### config.mk
export PLATFORM = sky130hd
export DESIGN_NAME = bridge_ram2bus_flat
export DESIGN_NICKNAME = d
export VERILOG_FILES = /design/src/rtl/bridge_ram2bus_if.sv /design/src/rtl/bridge_ram2bus.sv /design/src/flat_wrapper.sv
export SDC_FILE = /design/constraint.sdc
export NUM_CORES = 1
export LEC_CHECK = 0
export ABC_CLOCK_PERIOD_IN_PS = 2200
export CAP_MARGIN = 25
export CORE_ASPECT_RATIO = 1.25
export CORE_MARGIN = 5
export CORE_UTILIZATION = 35
export DETAILED_ROUTE_END_ITERATION = 12
export PLACE_DENSITY = 0.74
export SLEW_MARGIN = 5
export SYNTH_ARGS = -nofsm -noshare
export SYNTH_HDL_FRONTEND = slang
export SYNTH_SLANG_ARGS = --single-unit
### constraint.sdc
create_clock -name Clk -period 2.2 [get_ports Clk]
set_clock_uncertainty 0.15 [all_clocks]
set_input_delay 0.44 -clock Clk [delete_from_list [all_inputs] [get_ports Clk]]
set_output_delay 0.44 -clock Clk [all_outputs]
set_load 0.05 [all_outputs]
### src/rtl/bridge_ram2bus_if.sv
// OCP-style system bus between the RAM-to-bus bridge (master) and a bus slave.
// Command/response encodings: MCmd IDLE=000 WR=001 RD=010; SResp NULL=00 DVA=01 FAIL=10 ERR=11.
interface bridge_ram2bus_if #(
    parameter int ADDR_WIDTH = 32,
    parameter int DATA_WIDTH = 32
);
    localparam int NUM_BYTES = DATA_WIDTH / 8;

    logic [2:0]            MCmd;
    logic [ADDR_WIDTH-1:0] MAddr;
    logic [DATA_WIDTH-1:0] MData;
    logic [NUM_BYTES-1:0]  MByteEn;
    logic                  MRespAccept;
    logic                  SCmdAccept;
    logic                  SDataAccept;
    logic [1:0]            SResp;
    logic [DATA_WIDTH-1:0] SData;

    modport master (
        output MCmd, MAddr, MData, MByteEn, MRespAccept,
        input  SCmdAccept, SDataAccept, SResp, SData
    );

    modport slave (
        input  MCmd, MAddr, MData, MByteEn, MRespAccept,
        output SCmdAccept, SDataAccept, SResp, SData
    );
endinterface

### src/rtl/bridge_ram2bus.sv
// Bus master bridge: turns single RAM-style client accesses into non-posted OCP
// transactions, one outstanding, stalling the client until the response arrives.
module bridge_ram2bus #(
    parameter int ADDR_WIDTH = 32,
    parameter int DATA_WIDTH = 32,
    parameter int TIMEOUT    = 0
) (
    input  logic                    Clk,
    input  logic                    MReset_n,
    input  logic                    ram_en,
    input  logic                    ram_we,
    input  logic [ADDR_WIDTH-1:0]   ram_addr,
    input  logic [DATA_WIDTH/8-1:0] ram_be,
    input  logic [DATA_WIDTH-1:0]   ram_data_w,
    output logic [DATA_WIDTH-1:0]   ram_data_r,
    output logic                    ram_delay,
    output logic                    resp_err,
    bridge_ram2bus_if.master        bus
);
    localparam int NUM_BYTES = DATA_WIDTH / 8;
    localparam int CNT_W     = (TIMEOUT > 1) ? $clog2(TIMEOUT) : 1;

    localparam logic [2:0] CMD_IDLE  = 3'b000;
    localparam logic [2:0] CMD_WR    = 3'b001;
    localparam logic [2:0] CMD_RD    = 3'b010;
    localparam logic [1:0] RESP_NULL = 2'b00;

    typedef enum logic [1:0] {
        S_IDLE      = 2'd0,
        S_REQ       = 2'd1,
        S_WAIT_RESP = 2'd2
    } state_t;

    state_t                r_state;
    logic [2:0]            r_mcmd;
    logic                  r_resp_accept;
    logic                  r_we;
    logic [ADDR_WIDTH-1:0] r_addr;
    logic [NUM_BYTES-1:0]  r_be;
    logic [DATA_WIDTH-1:0] r_data;
    logic [DATA_WIDTH-1:0] r_read_reg;
    logic [CNT_W-1:0]      r_cnt;

    logic w_accept;
    logic w_resp_valid;
    logic w_timeout;

    // A write needs command and data accepted in the same cycle.
    assign w_accept     = bus.SCmdAccept && (!r_we || bus.SDataAccept);
    assign w_resp_valid = (bus.SResp != RESP_NULL);
    assign w_timeout    = (TIMEOUT != 0) && !w_resp_valid && (r_cnt == CNT_W'(TIMEOUT - 1));

    assign bus.MCmd        = r_mcmd;
    assign bus.MAddr       = r_addr;
    assign bus.MData       = r_data;
    assign bus.MByteEn     = r_be;
    assign bus.MRespAccept = r_resp_accept;

    always_ff @(posedge Clk) begin
        if (!MReset_n) begin
            r_state       <= S_IDLE;
            r_mcmd        <= CMD_IDLE;
            r_resp_accept <= 1'b0;
            r_we          <= 1'b0;
            r_addr        <= '0;
            r_be          <= '0;
            r_data        <= '0;
            r_read_reg    <= '0;
            r_cnt         <= '0;
        end else begin
            case (r_state)
                S_IDLE: begin
                    if (ram_en) begin
                        r_we    <= ram_we;
                        r_addr  <= ram_addr;
                        r_be    <= ram_be;
                        r_data  <= ram_data_w;
                        r_mcmd  <= ram_we ? CMD_WR : CMD_RD;
                        r_state <= S_REQ;
                    end
                end
                S_REQ: begin
                    if (w_accept) begin
                        r_mcmd        <= CMD_IDLE;
                        r_resp_accept <= 1'b1;
                        r_cnt         <= '0;
                        r_state       <= S_WAIT_RESP;
                    end
                end
                S_WAIT_RESP: begin
                    if (w_resp_valid) begin
                        r_read_reg    <= bus.SData;
                        r_resp_accept <= 1'b0;
                        r_state       <= S_IDLE;
                    end else if (w_timeout) begin
                        r_resp_accept <= 1'b0;
                        r_state       <= S_IDLE;
                    end else if (r_cnt != '1) begin
                        r_cnt <= r_cnt + CNT_W'(1);
                    end
                end
                default: begin
                    r_state       <= state_t'('x);
                    r_mcmd        <= 'x;
                    r_resp_accept <= 1'bx;
                end
            endcase
        end
    end

    // Completion is signalled combinationally so the client sees it in the response cycle.
    always_comb begin
        ram_delay  = ram_en;
        ram_data_r = r_read_reg;
        resp_err   = 1'b0;
        case (r_state)
            S_IDLE: begin
                ram_delay = ram_en;
            end
            S_REQ: begin
                ram_delay = 1'b1;
            end
            S_WAIT_RESP: begin
                if (w_resp_valid) begin
                    ram_delay  = 1'b0;
                    ram_data_r = bus.SData;
                    resp_err   = bus.SResp[1];
                end else if (w_timeout) begin
                    ram_delay  = 1'b0;
                    ram_data_r = '0;
                    resp_err   = 1'b1;
                end else begin
                    ram_delay = 1'b1;
                end
            end
            default: begin
                ram_delay  = 1'bx;
                ram_data_r = 'x;
                resp_err   = 1'bx;
            end
        endcase
    end

    a_cmd_stable: assert property (@(posedge Clk) disable iff (!MReset_n)
        (r_state == S_REQ && !w_accept) |=>
            ($stable(bus.MCmd) && $stable(bus.MAddr) && $stable(bus.MData) && $stable(bus.MByteEn)));

    a_en_held: assert property (@(posedge Clk) disable iff (!MReset_n)
        ram_delay |-> ram_en);
endmodule

### src/flat_wrapper.sv
// flat-port wrapper written by rule: the top's interface ports become plain ports
module bridge_ram2bus_flat 
#(
    parameter int ADDR_WIDTH = 32,
    parameter int DATA_WIDTH = 32,
    parameter int TIMEOUT    = 0
)
  (Clk, MReset_n, ram_en, ram_we, ram_addr, ram_be, ram_data_w, ram_data_r, ram_delay, resp_err, bus_MCmd, bus_MAddr, bus_MData, bus_MByteEn, bus_MRespAccept, bus_SCmdAccept, bus_SDataAccept, bus_SResp, bus_SData);
  bridge_ram2bus_if #(.ADDR_WIDTH(ADDR_WIDTH), .DATA_WIDTH(DATA_WIDTH)) bus_i ();
  input  logic Clk;
  input  logic MReset_n;
  input  logic ram_en;
  input  logic ram_we;
  input  logic [ADDR_WIDTH-1:0] ram_addr;
  input  logic [DATA_WIDTH/8-1:0] ram_be;
  input  logic [DATA_WIDTH-1:0] ram_data_w;
  output logic [DATA_WIDTH-1:0] ram_data_r;
  output logic ram_delay;
  output logic resp_err;
  output wire logic [$bits(bus_i.MCmd)-1:0] bus_MCmd;
  output wire logic [$bits(bus_i.MAddr)-1:0] bus_MAddr;
  output wire logic [$bits(bus_i.MData)-1:0] bus_MData;
  output wire logic [$bits(bus_i.MByteEn)-1:0] bus_MByteEn;
  output wire logic [$bits(bus_i.MRespAccept)-1:0] bus_MRespAccept;
  input wire logic [$bits(bus_i.SCmdAccept)-1:0] bus_SCmdAccept;
  input wire logic [$bits(bus_i.SDataAccept)-1:0] bus_SDataAccept;
  input wire logic [$bits(bus_i.SResp)-1:0] bus_SResp;
  input wire logic [$bits(bus_i.SData)-1:0] bus_SData;
  assign bus_MCmd = bus_i.MCmd;
  assign bus_MAddr = bus_i.MAddr;
  assign bus_MData = bus_i.MData;
  assign bus_MByteEn = bus_i.MByteEn;
  assign bus_MRespAccept = bus_i.MRespAccept;
  assign bus_i.SCmdAccept = bus_SCmdAccept;
  assign bus_i.SDataAccept = bus_SDataAccept;
  assign bus_i.SResp = bus_SResp;
  assign bus_i.SData = bus_SData;
  bridge_ram2bus #(.ADDR_WIDTH(ADDR_WIDTH), .DATA_WIDTH(DATA_WIDTH), .TIMEOUT(TIMEOUT)) u_core (.Clk(Clk), .MReset_n(MReset_n), .ram_en(ram_en), .ram_we(ram_we), .ram_addr(ram_addr), .ram_be(ram_be), .ram_data_w(ram_data_w), .ram_data_r(ram_data_r), .ram_delay(ram_delay), .resp_err(resp_err), .bus(bus_i));
endmodule
### Yosys cells after proc, flatten, opt, wreduce, memory -nomap -nowiden

Cells that the tools add are included.
Widths: inputs -> output; s select.

* register bits: 107
* latch bits: 0
* memory bits (writable): 0
* ROM bits: 0
* input bits: 108
* output and inout bits: 106
* memories kept: 0

* add/sub/neg operators: 0
* multipliers: 0
* div/mod/pow operators: 0
* order comparisons: 0
* equal/unequal tests: 5
* shift operators: 0
* multiplexer cells: 17
* bitwise operators: 2
* reductions and logical operators: 10

Operator list (number)
* $pmux 32 s2: 1
* $mux 32: 1
* $reduce_and 3->1: 3
* $mux 2: 4
* $mux 3: 2
* $pmux 2 s3: 1
* $pmux 3 s2: 1
* $mux 1: 4
* $ne 2x1->1 const B: 2
* $pmux 1 s2: 2
* $pmux 1 s3: 1
* $eq 2x1->1 const B: 1
* $eq 2x2->1 const B: 1
* $logic_not 2->1: 1
* $ne 2x2->1 const B: 1
* $not 1->1: 2
* $reduce_and 2->1: 1
* $reduce_bool 2->1: 1
* $reduce_or 2->1: 1
* $logic_and 1x1->1: 1
* $logic_not 1->1: 1
* $logic_or 1x1->1: 1

### Depth between registers and ports, before layout

Gate-level depths: netlist of run 1.

* word-level depth: 5
* mapped depth: 8
* mapped depth without buffers: 5

### Least setup slack after synthesis of run 1

Ideal clock, no wire load.

* kind: reg-to-output
* from: register u_core.r_state[0]
* to: output ram_delay
* arrival time: 1858 ps
* required time: 1610 ps
* setup slack: -248 ps
* cell stages (with the launch flop): 6
* path buffers: 0
* path through: dfxtp_1 inv_1 ha_1 nor3b_1 nor2_1 a21oi_1

* longest elaborated chain between the ends: 2

Ends and longest elaborated chain
* from (decl): RTL line bridge_ram2bus.sv:34 `state_t r_state;`
* from (signal assigned): RTL line bridge_ram2bus.sv:103 `r_state <= state_t'('x);`
* $eq 2x2->1 (tied with other cells): RTL line bridge_ram2bus.sv:116 `case (r_state)`
* $pmux 1 s3 (*): RTL line bridge_ram2bus.sv:116
* to (decl): RTL line flat_wrapper.sv:18 `output logic ram_delay;`

Mark *: on every way between the ends. The rest lies on a longest branch, timed or not.

### Final worst setup path of run 1

* from: input bus_SResp[0]
* to: output ram_data_r[16]

* longest elaborated chain between the ends: 3

Ends and longest elaborated chain
* from (decl): RTL line flat_wrapper.sv:27 `input wire logic [$bits(bus_i.SResp)-1:0] bus_SResp;`
* $reduce_bool 2->1: RTL line bridge_ram2bus.sv:50 `assign w_resp_valid = (bus.SResp != RESP_NULL);`
* $mux 32
* $pmux 32 s2: RTL line bridge_ram2bus.sv:116
* to (decl): RTL line flat_wrapper.sv:17 `output logic [DATA_WIDTH-1:0] ram_data_r;`

Every way passes these cells.

==> Flow_metrics.wiki, run 1 <==
{| class="wikitable"
! Metric !! Value
|-
| Peak VDD IR || roughly 0.00073 V
|-
| Skew-Pair Late Insertion Delay || 330 ps
|-
| Final cell area excluding filler cells || about 7400 sq um
|-
| Net count of the finished layout || 773
|-
| Complex-gate fraction of the synthesized area || 13.1%
|-
| Worst hold path startpoint || u_core.bus.MData[22]$_SDFFE_PN0P_
|-
| Sum of internal, switching and leakage power || about 8 mW
|-
| Post-synth top area cell || dfxtp_1
|-
| Share of the clock period used by the worst path || 108%
|-
| Max stage delay cell, worst path || mux2_4
|-
| Top cell by count, worst path || buf_12
|-
| DR vias || ~3800
|-
| Main synth FF type || dfxtp_1
|-
| Estimated wirelength of the detail-placed design || around 9.3 mm
|-
| Leakage power || just over 3 nW
|-
| Post-synthesis sequential area ratio || about half
|-
| Sink of the worst hold path || u_core.bus.MData[22]$_SDFFE_PN0P_
|-
| Endpoint kind of the worst setup timing path || primary output
|-
| R2R cell count || 8
|-
| Dominant cell by count in the synthesized netlist || nand2_1
|-
| Post-DP Area || 6870 sq um
|-
| Number of antenna violations at the first check in global routing || 0
|-
| Synthesis warning total || 0
|-
| Cell Pwr Density || 1080 nW/um^2
|-
| Number of buffers created by CTS || 9
|-
| Post-synthesis instance total || 444
|-
| Critical path cell sequence || dlygate4sd2_1 > o21ai_4 > buf_12 > clkbuf_16 > mux2_4 > buf_12
|-
| Register bit count reported by yosys || 106
|-
| Async SR Flop Fraction || 0%
|-
| Number of distinct library cells after synthesis || 25
|-
| Pin count of the biggest net entering global routing || 70
|-
| Area overhead of the layout relative to synthesis || 73.9%
|-
| Number of failing hold endpoints at the final stage || 0
|-
| XOR/XNOR share of the synthesized area || 0%
|-
| Number of enable-type register cells in the synthesized netlist || 0
|-
| Hold Crit Class || reg -> reg
|-
| Transition time at the pin with the least slew margin || approximately 540 ps
|-
| Simple logic cell fraction of the synthesized area || 19.8%
|-
| Number of buffers inserted by port buffering || 212
|-
| Setup repair after global routing missed its margin || true
|-
| Number of standard-cell rows in the floorplan || 45
|-
| Top area cells in the synthesized netlist || dfxtp_1 50%, nand2_1 13%, a21boi_1 12%
|-
| Critical Path Start Type || input pin
|-
| Minimum hold slack || 301 ps
|-
| Top-area cell type share of the netlist area || 49.9%
|-
| Result of the run || finished with violations
|-
| Clock-pin slew reported for the worst setup and hold paths after clock tree synthesis || 60 ps
|-
| Share of cells above drive strength 1 || 18.3%
|-
| Cell depth of the worst hold path || 2
|-
| Setup violation total in the final timing report || 33
|-
| Average footprint of a synthesized cell || roughly 9.6 sq um
|-
| Clock tree root buffer cell || clkbuf_16
|-
| Die X-Extent || 109 microns
|-
| Area used by multi-input combinational logic || between 2000 and 2500 sq um
|-
| Critical register-to-register path endpoint || u_core.r_state[1]$_SDFFE_PN0P_
|-
| Overall global routing resource usage || roughly 17%
|-
| Highest net fanout along the worst path || 5
|-
| Via count of the first global-routing pass || roughly 3800
|-
| Maximum single-stage delay on the critical path || 330 ps
|-
| Syn nets || 556
|-
| Post-route non-filler standard cell count || between 800 and 900
|-
| Global-route wire length before repair || between 15 and 20 mm
|-
| Startpoint of the lowest-slack register-to-register path || u_core.r_state[0]$_SDFFE_PN0P_
|-
| Number of placed instances, taps included || 799
|-
| Initial core utilization || 35.3%
|-
| Fill count || approximately 1000
|-
| Arrival time of data at the critical path endpoint || about 1800 ps
|-
| Failing checks || negative setup slack
|-
| Core Box Area || 12000 sq um
|-
| Total area of sequential cells || about 2100 sq um
|-
| Worst EP required || 1610 ps
|-
| Worst path setup slack after routing || -180 ps
|-
| Number of pins exceeding their max-slew limit in the final report || 0
|-
| Main combinational cell family by area after synthesis || simple AND/OR/NAND/NOR gates
|-
| Drt first-iter violations || around 120
|-
| DR pass1 iterations || 4
|-
| Internal reg-to-reg setup slack || 240 ps
|-
| Global-route congestion overflow total || 0
|-
| Gp weighted congestion || around 0.75
|-
| Final worst path period need || 2380 ps
|-
| Core utilization of the finished layout || about 61%
|-
| TritonCTS clock tree || done
|-
| Routed wirelength normalized by instance count || 15.6 microns
|-
| Adder and majority gate portion of the synthesized area || 1.18%
|-
| Die outline height || ~130 microns
|-
| Ranking of synthesized cells by instance count || 146 x nand2_1, 106 x dfxtp_1, 70 x a21boi_1, 34 x and2_1, 30 x mux2_4
|-
| Proportion of synthesized area in mux cells || 12.1%
|-
| Total standard cell area after synthesis || 4250 sq um
|-
| Setup CP Type || in -> out
|-
| Final wirelength || roughly 13 mm
|-
| Max-capacitance violation count || 0
|-
| Achievable clock frequency || 420 MHz
|-
| Number of I/O pins || 214
|-
| CTS Hold Bufs || 0
|-
| Drt via density || roughly 4.5
|-
| Antenna cells || 0
|-
| Final ANT Viol Nets || 0
|-
| Max transition margin || a little under two thirds
|-
| Die footprint || 14500 sq um
|-
| Bufs on Longest Clock Path || 2
|-
| Remaining DRCs || 0
|-
| Number of clock sinks || between 100 and 150
|-
| H-tree levels || 3
|}
critical path, delay by kind of cell:
| family | cells | cell delay, ps |
|---|---|---|
| buffers and inverters | 4 | 750 |
| multiplexers | 1 | 330 |
| AO/OA/AOI/OAI | 1 | 270 |
through the flow:
stage / setup TNS [ps] / setup slack (ps)
6_report: -4520 / -180
5_1_grt: -5600 / -206
4_1_cts: -3960 / -160
3_5_place_dp: -8710 / -346
3_3_place_gp: -7390 / -293
2_1_floorplan: 0 / 35.8
worst max-delay path by stage:
stage / start / end / slack [ps] / depth (start not counted)
6_report: bus_SResp[0] / ram_data_r[16] / -180 / 6
5_1_grt: u_core.r_state[0]$_SDFFE_PN0P_ / ram_data_r[16] / -210 / 7
4_1_cts: u_core.r_state[0]$_SDFFE_PN0P_ / ram_data_r[10] / -160 / 7
3_5_place_dp: bus_SResp[1] / ram_data_r[6] / -350 / 5
3_3_place_gp: bus_SResp[1] / ram_data_r[6] / -290 / 5
2_1_floorplan: u_core.r_state[0]$_SDFFE_PN0P_ / ram_delay / 40 / 5
logic make-up (layout without fill, tap and decap cells):
family | after synthesis | count (layout)
AND/OR/NAND/NOR | 191 | 191
flip-flops | 106 | 106
AO/OA/AOI/OAI | 73 | 73
multiplexers | 36 | 36
buffers and inverters | 33 | 254
adder cells (fa/ha/maj) | 4 | 4
other | 1 | 1
timing repair:
action                                  in CTS  in global routing
pin swaps                                    2                  3
gates resized for setup                     16                  4
setup buffers                                6                  8
endpoints found under the hold margin        0                  0
cloned                                       2                  1
endpoints found under the setup margin      33                 33
where the power goes:
group | total (mW) | internal (mW) | switching, mW
combinational | 4.10 | 1.75 | 2.35
clock | 1.51 | 0.828 | 0.682
sequential | 2.38 | 2.23 | 0.145
metal layers:
layer,track usage (%),routed length (microns),vias to the layer above,part of all wire (%)
met5,0,0,-,0
met4,4.35,150,0,1.2
met3,6.93,1300,11,10
met2,30.1,6570,141,51
met1,18.2,4890,1750,38
li1,-,-,1863,-
cell usage in the layout, fill, tap and decap left out, drive strengths merged, types with 2 or more instances in the layout:
| master | count |
|---|---|
| nor4 | 2 |
| clkbuf | 13 |
| nor2b | 2 |
| nor2 | 3 |
| buf | 63 |
| a21boi | 70 |
| and2 | 34 |
| inv | 3 |
| mux2 | 32 |
| clkinvlp | 2 |
| mux2i | 4 |
| nand2 | 146 |
| ha | 4 |
| clkdlybuf4s50 | 171 |
| dlygate4sd2 | 2 |
| dfxtp | 106 |
area by class of cell:
cell class,instances,share of cell area (%)
tap,164,2.78
timing repair buffer,237,37.5
clock buffer,12,3.47
inverter,2,0.102
multi-input combinational,305,27.1
clock inverter,3,0.322
sequential,106,28.7
Note: power is estimated with default switching activity, not from simulation.
==> run 2, diff against run 1 <==
--- a/config.mk
+++ b/config.mk
@@ -11,7 +11,7 @@
 export CORE_MARGIN = 5
 export CORE_UTILIZATION = 35
 export DETAILED_ROUTE_END_ITERATION = 12
-export PLACE_DENSITY = 0.74
+export PLACE_DENSITY_LB_ADDON = 0.12
 export SLEW_MARGIN = 5
 export SYNTH_ARGS = -nofsm -noshare
 export SYNTH_HDL_FRONTEND = slang
==> run 2 against run 1 <==
  * The run still ends with negative setup slack left
  * Combinational power is essentially flat
  * Global-route usage is essentially flat
  * Register-to-register slack gained 50 ps
  * Utilization grew 0.34 points
  * Power grew 3.6%
==> Flow_metrics.wiki, run 2 (synthesized netlist as in run 1, its figures left out) <==
{| class="wikitable"
! Metric !! Value
|-
| Result of the run || finished with violations
|-
| Failing checks || negative setup slack
|-
| Number of I/O pins || 214
|-
| Global-route wire length before repair || 19.4 mm
|-
| Worst EP required || around 1600 ps
|-
| Final worst path period need || roughly 2300 ps
|-
| Initial core utilization || a little over a third
|-
| Peak VDD IR || about 0.00055 V
|-
| Antenna cells || 0
|-
| Net count of the finished layout || approximately 770
|-
| Max transition margin || between 60 and 70%
|-
| Commonest non-fill, non-tap cell in the layout || clkdlybuf4s50_1
|-
| Number of failing hold endpoints at the final stage || 0
|-
| Final wirelength || between 10 and 15 mm
|-
| Clock-pin slew reported for the worst setup and hold paths after clock tree synthesis || around 70 ps
|-
| Transition time at the pin with the least slew margin || 563 ps
|-
| Drt first-iter violations || 142
|-
| Share of the clock period used by the worst path || 107%
|-
| Sum of internal, switching and leakage power || 8.28 mW
|-
| Share of cells above drive strength 1 || between 15 and 20%
|-
| Die outline height || 133 microns
|-
| CTS Hold Bufs || 0
|-
| Bufs on Longest Clock Path || 2
|-
| Maximum single-stage delay on the critical path || 340 ps
|-
| Via count of the first global-routing pass || around 3800
|-
| TritonCTS clock tree || done
|-
| Setup violation total in the final timing report || 31
|-
| WP buf/inv || 4
|-
| Endpoint kind of the worst setup timing path || primary output
|-
| Minimum hold slack || between 200 and 300 ps
|-
| Max-capacitance violation count || 0
|-
| DR vias || 3721
|-
| Pin count of the biggest net entering global routing || between 100 and 150
|-
| DR pass1 iterations || 4
|-
| Setup CP Type || reg -> out
|-
| Hold Crit Class || reg -> reg
|-
| Estimated wirelength of the detail-placed design || ~8.8 mm
|-
| Clock tree root buffer cell || clkbuf_16
|-
| Leakage power || 3.03 nW
|-
| Number of pins exceeding their max-slew limit in the final report || 0
|-
| Gp weighted congestion || 0.795
|-
| Core Box Area || 12000 sq um
|-
| Critical path cell sequence || inv_2 > ha_4 > o21ai_4 > buf_6 > clkbuf_16 > mux2_4 > buf_12
|-
| Number of antenna violations at the first check in global routing || 0
|-
| Post-placement worst setup slack || -295 ps
|-
| Most used cells in the layout excluding fill and tap cells || 175 x clkdlybuf4s50_1, 145 x nand2_1, 104 x dfxtp_1
|-
| Cell Pwr Density || 1110 nW/um^2
|-
| Remaining DRCs || 0
|-
| Worst path setup slack after routing || -145 ps
|-
| Largest delay share family, worst path || buffers and inverters
|-
| Arrival time of data at the critical path endpoint || between 1500 and 2000 ps
|-
| Number of buffers created by CTS || 9
|-
| Die X-Extent || ~110 microns
|-
| Number of buffers inserted by port buffering || between 200 and 250
|-
| Highest net fanout along the worst path || 6
|-
| Global-route congestion overflow total || 0
|-
| Overall global routing resource usage || between 10% and 20%
|-
| Skew-Pair Late Insertion Delay || 330 ps
|-
| Achievable clock frequency || 426 MHz
|-
| Max stage delay cell, worst path || dfxtp_2
|-
| Area overhead of the layout relative to synthesis || 74.9%
|-
| Critical Path Start Type || register
|-
| Core utilization of the finished layout || 61.7%
|-
| Setup repair after global routing missed its margin || true
|-
| H-tree levels || 3
|-
| Number of standard-cell rows in the floorplan || 45
|-
| Die footprint || between 10000 and 15000 sq um
|-
| Drt via density || 4.48
|-
| Routed wirelength normalized by instance count || 15.2 microns
|-
| Final ANT Viol Nets || 0
|-
| Number of clock sinks || 106
|}
==> run 2: changes by cell type in the layout (fill, tap and decap cells not counted), sizes merged <==
cell	delta
buf	-4
clkdlybuf4s50	+4
bufinv	+3
clkbuf	-1
clkinv	+1
clkinvlp	-1
inv	-1
==> run 2: metrics by stage <==
stage                     cells  area (sq um)  setup TNS (ps)
final                       830          7430           -3650
after global routing        830          7430           -5570
after CTS                   825          7380           -3840
after detailed placement    798          6870           -8780
after global placement      798          6870           -7860
after floorplan             444          4250               0
==> run 2: tightest hold or removal path, cell delays in order, from the launching register on <==
cell	delay, ps
dfxtp_1	310
nand2_1	50
a21boi_1	50
==> run 2: power breakdown <==
part / switching [mW] / total, mW / internal [mW]
combinational: 2.33 / 4.10 / 1.77
sequential: 0.139 / 2.37 / 2.23
clock: 0.696 / 1.81 / 1.11
==> run 2: what timing repair did <==
action	4_1_cts	5_1_grt
gates resized for setup	20	1
pin swaps	2	1
cloned	2	1
setup buffers	10	4
setup endpoints to repair	33	33
==> run 2: cell type report <==
cell class | count | area, sq um
inverters | 2 | 7.51
well taps | 164 | 205
clock inverters | 5 | 103
clock buffers | 11 | 233
fillers | 1057 | 4610
flip-flops and latches | 106 | 2120
repair buffers | 237 | 2760
multi-input cells | 305 | 2000
==> run 2: final timing paths <==
path	startpoint	endpoint	slack, ps	depth (start not counted)
min reg2reg	u_core.bus.MData[15]$_SDFFE_PN0P_	u_core.bus.MData[15]$_SDFFE_PN0P_	300	2
max reg2reg	u_core.r_state[0]$_SDFFE_PN0P_	u_core.r_state[0]$_SDFFE_PN0P_	290	6
min	u_core.bus.MData[15]$_SDFFE_PN0P_	u_core.bus.MData[15]$_SDFFE_PN0P_	300	2
max	u_core.r_state[0]$_SDFFE_PN0P_	ram_data_r[11]	-140	7
==> run 2: layer usage <==
metal / global-route usage, % / routed length (microns) / up-vias
li1: - / - / 1867
met1: 19.9 / 5200 / 1696
met2: 28.5 / 6090 / 144
met3: 5.91 / 1150 / 14
met4: 5.33 / 164 / 0
met5: 0 / 0 / -
==> run 3, diff against run 2 <==
--- a/config.mk
+++ b/config.mk
@@ -11,8 +11,10 @@
 export CORE_MARGIN = 5
 export CORE_UTILIZATION = 35
 export DETAILED_ROUTE_END_ITERATION = 12
+export DONT_BUFFER_PORTS = 1
 export PLACE_DENSITY_LB_ADDON = 0.12
 export SLEW_MARGIN = 5
 export SYNTH_ARGS = -nofsm -noshare
 export SYNTH_HDL_FRONTEND = slang
 export SYNTH_SLANG_ARGS = --single-unit
+export TNS_END_PERCENT = 20
==> run 3 against run 2 <==
  * The flow still finishes with violations (negative setup slack)
  * Flip-flop and latch count stayed put
  * Clock power is 15% lower
  * Worst setup slack better by 88 ps
  * Via count is 22% lower
  * Sequential power is 36% higher
  * Critical path type unchanged
==> Flow_metrics.wiki, run 3 (synthesized netlist as in run 1, its figures left out) <==
{| class="wikitable"
! Metric !! Value
|-
| Result of the run || finished with violations
|-
| Failing checks || negative setup slack
|-
| Highest net fanout along the worst path || 13
|-
| Die outline height || 133 microns
|-
| Number of standard-cell rows in the floorplan || 45
|-
| Max transition margin || 63.0%
|-
| Core Box Area || 12000 sq um
|-
| Setup repair after global routing missed its margin || true
|-
| Hold Crit Class || in -> reg
|-
| Bufs on Longest Clock Path || 2
|-
| Pin count of the biggest net entering global routing || 111
|-
| Achievable clock frequency || around 440 MHz
|-
| Final wirelength || 10.4 mm
|-
| Internal reg-to-reg setup slack || roughly 370 ps
|-
| Share of the clock period used by the worst path || 103%
|-
| Setup CP Type || reg -> out
|-
| CTS Hold Bufs || 0
|-
| Initial core utilization || a little over a third
|-
| R2R cell count || 5
|-
| Leakage power || 1.97 nW
|-
| Cell depth of the worst hold path || 2
|-
| Startpoint of the lowest-slack register-to-register path || u_core.r_state[1]$_SDFFE_PN0P_
|-
| Max-capacitance violation count || 0
|-
| Clock tree root buffer cell || clkbuf_16
|-
| Transition time at the pin with the least slew margin || between 500 and 600 ps
|-
| Peak VDD IR || 0.000611 V
|-
| Die X-Extent || 109 microns
|-
| Gp weighted congestion || 0.724
|-
| Worst hold path startpoint || ram_addr[24]
|-
| Global-route congestion overflow total || 0
|-
| TritonCTS clock tree || done
|-
| Number of I/O pins || 214
|-
| Final worst path period need || approximately 2300 ps
|-
| Clock-pin slew reported for the worst setup and hold paths after clock tree synthesis || 70 ps
|-
| Commonest non-fill, non-tap cell in the layout || nand2_1
|-
| Area overhead of the layout relative to synthesis || 12.7%
|-
| H-tree levels || 3
|-
| DR pass1 iterations || 4
|-
| Fill count || 1249
|-
| Drt first-iter violations || 123
|-
| Setup violation total in the final timing report || 32
|-
| Number of pins exceeding their max-slew limit in the final report || 0
|-
| Core utilization of the finished layout || 39.8%
|-
| Worst EP required || 1610 ps
|-
| Cell Pwr Density || approximately 1400 nW/um^2
|-
| Remaining DRCs || 0
|-
| Routed wirelength normalized by instance count || 17.1 microns
|-
| Number of buffers created by CTS || 9
|-
| Critical register-to-register path endpoint || u_core.bus.MRespAccept$_SDFFE_PN0P_
|-
| Sum of internal, switching and leakage power || between 6 and 7 mW
|-
| Most used cells in the layout excluding fill and tap cells || 145 x nand2_1, 105 x dfxtp_1, 70 x a21boi_1
|-
| Overall global routing resource usage || 13.9%
|-
| DR vias || 2903
|-
| Final ANT Viol Nets || 0
|-
| Number of antenna violations at the first check in global routing || 0
|-
| Skew-Pair Late Insertion Delay || 340 ps
|-
| Arrival time of data at the critical path endpoint || 1670 ps
|-
| Share of cells above drive strength 1 || approximately 16%
|-
| Worst path setup slack after routing || -56.8 ps
|-
| Endpoint kind of the worst setup timing path || primary output
|-
| Die footprint || 14500 sq um
|-
| Drt via density || 4.81
|-
| Critical Path Start Type || register
|-
| Via count of the first global-routing pass || 2972
|-
| Sink of the worst hold path || u_core.bus.MAddr[24]$_SDFFE_PN0P_
|-
| Antenna cells || 0
|-
| Net count of the finished layout || around 550
|-
| Number of buffers inserted by port buffering || 0
|-
| Estimated wirelength of the detail-placed design || 7.14 mm
|-
| Number of clock sinks || 106
|-
| Number of failing hold endpoints at the final stage || 0
|-
| Global-route wire length before repair || 15.9 mm
|}
==> run 3: changes by cell type in the layout (fill, tap and decap cells not counted), sizes merged <==
cell,delta
clkdlybuf4s50,-175
buf,-48
bufinv,-3
inv,+1
dlygate4sd2,-2
clkinv,+1
clkbuf,-1
clkinvlp,+1
==> run 3: where the power goes <==
part	internal, mW	total, mW	switching (mW)
sequential	2.23	3.22	0.990
combinational	0.724	1.96	1.23
clock	0.834	1.53	0.699
==> run 3: worst max-delay path, cell delays in order (launching register included) <==
cell and delay (ps):
dfxtp_2 350, inv_2 60, ha_4 170, o21ai_4 140, buf_16 210, mux2_4 400
==> run 3: layer usage <==
metal	share of wire, %	GRT usage (%)	wire, microns	up-vias
li1	-	-	-	1421
met3	13	7.51	1390	10
met2	46	22.4	4810	141
met1	39	15.5	4010	1331
met4	1.3	4.98	138	0
met5	0	0	0	-
==> run 3: area by class of cell <==
cell class              instances  area (sq um)  area share (%)
well taps                     164           205            4.28
flip-flops and latches        106          2120            44.3
clock buffers                  11           253            5.28
repair buffers                 11           160            3.34
inverters                       2          7.51           0.157
multi-input cells             305          2000            41.8
clock inverters                 5          37.5           0.783
==> run 3: repair_timing <==
action | CTS | global route
hold endpoints to repair | 0 | 0
gates resized for setup | 12 | 3
endpoints found under the setup margin | 33 | 33
gates cloned | 2 | 0
pin swaps | 0 | 1
buffers inserted | 6 | 0
==> run 3: how the worst max path moves through the flow <==
stage / slack, ps / from / cells after the start / end
after global placement: 90 / u_core.r_state[0]$_SDFFE_PN0P_ / 5 / ram_data_r[22]
after detailed placement: 60 / u_core.r_state[0]$_SDFFE_PN0P_ / 6 / ram_delay
final: -60 / u_core.r_state[0]$_SDFFE_PN0P_ / 5 / ram_data_r[9]
after CTS: -120 / u_core.r_state[0]$_SDFFE_PN0P_ / 6 / ram_data_r[22]
after global routing: -120 / u_core.r_state[0]$_SDFFE_PN0P_ / 5 / ram_data_r[7]
after floorplan: 40 / u_core.r_state[0]$_SDFFE_PN0P_ / 5 / ram_delay
==> run 3: metrics by stage <==
stage	TNS (ps)	hold WS (ps)	setup slack (ps)	instance area (sq um)	std cells
after floorplan	0	281	35.8	4250	444
after global placement	0	296	91.3	4390	582
after detailed placement	0	301	56.3	4390	582
after CTS	-2600	59.1	-123	4830	606
after global routing	-3410	61.5	-121	4790	604
final	-1320	73.7	-56.8	4790	604
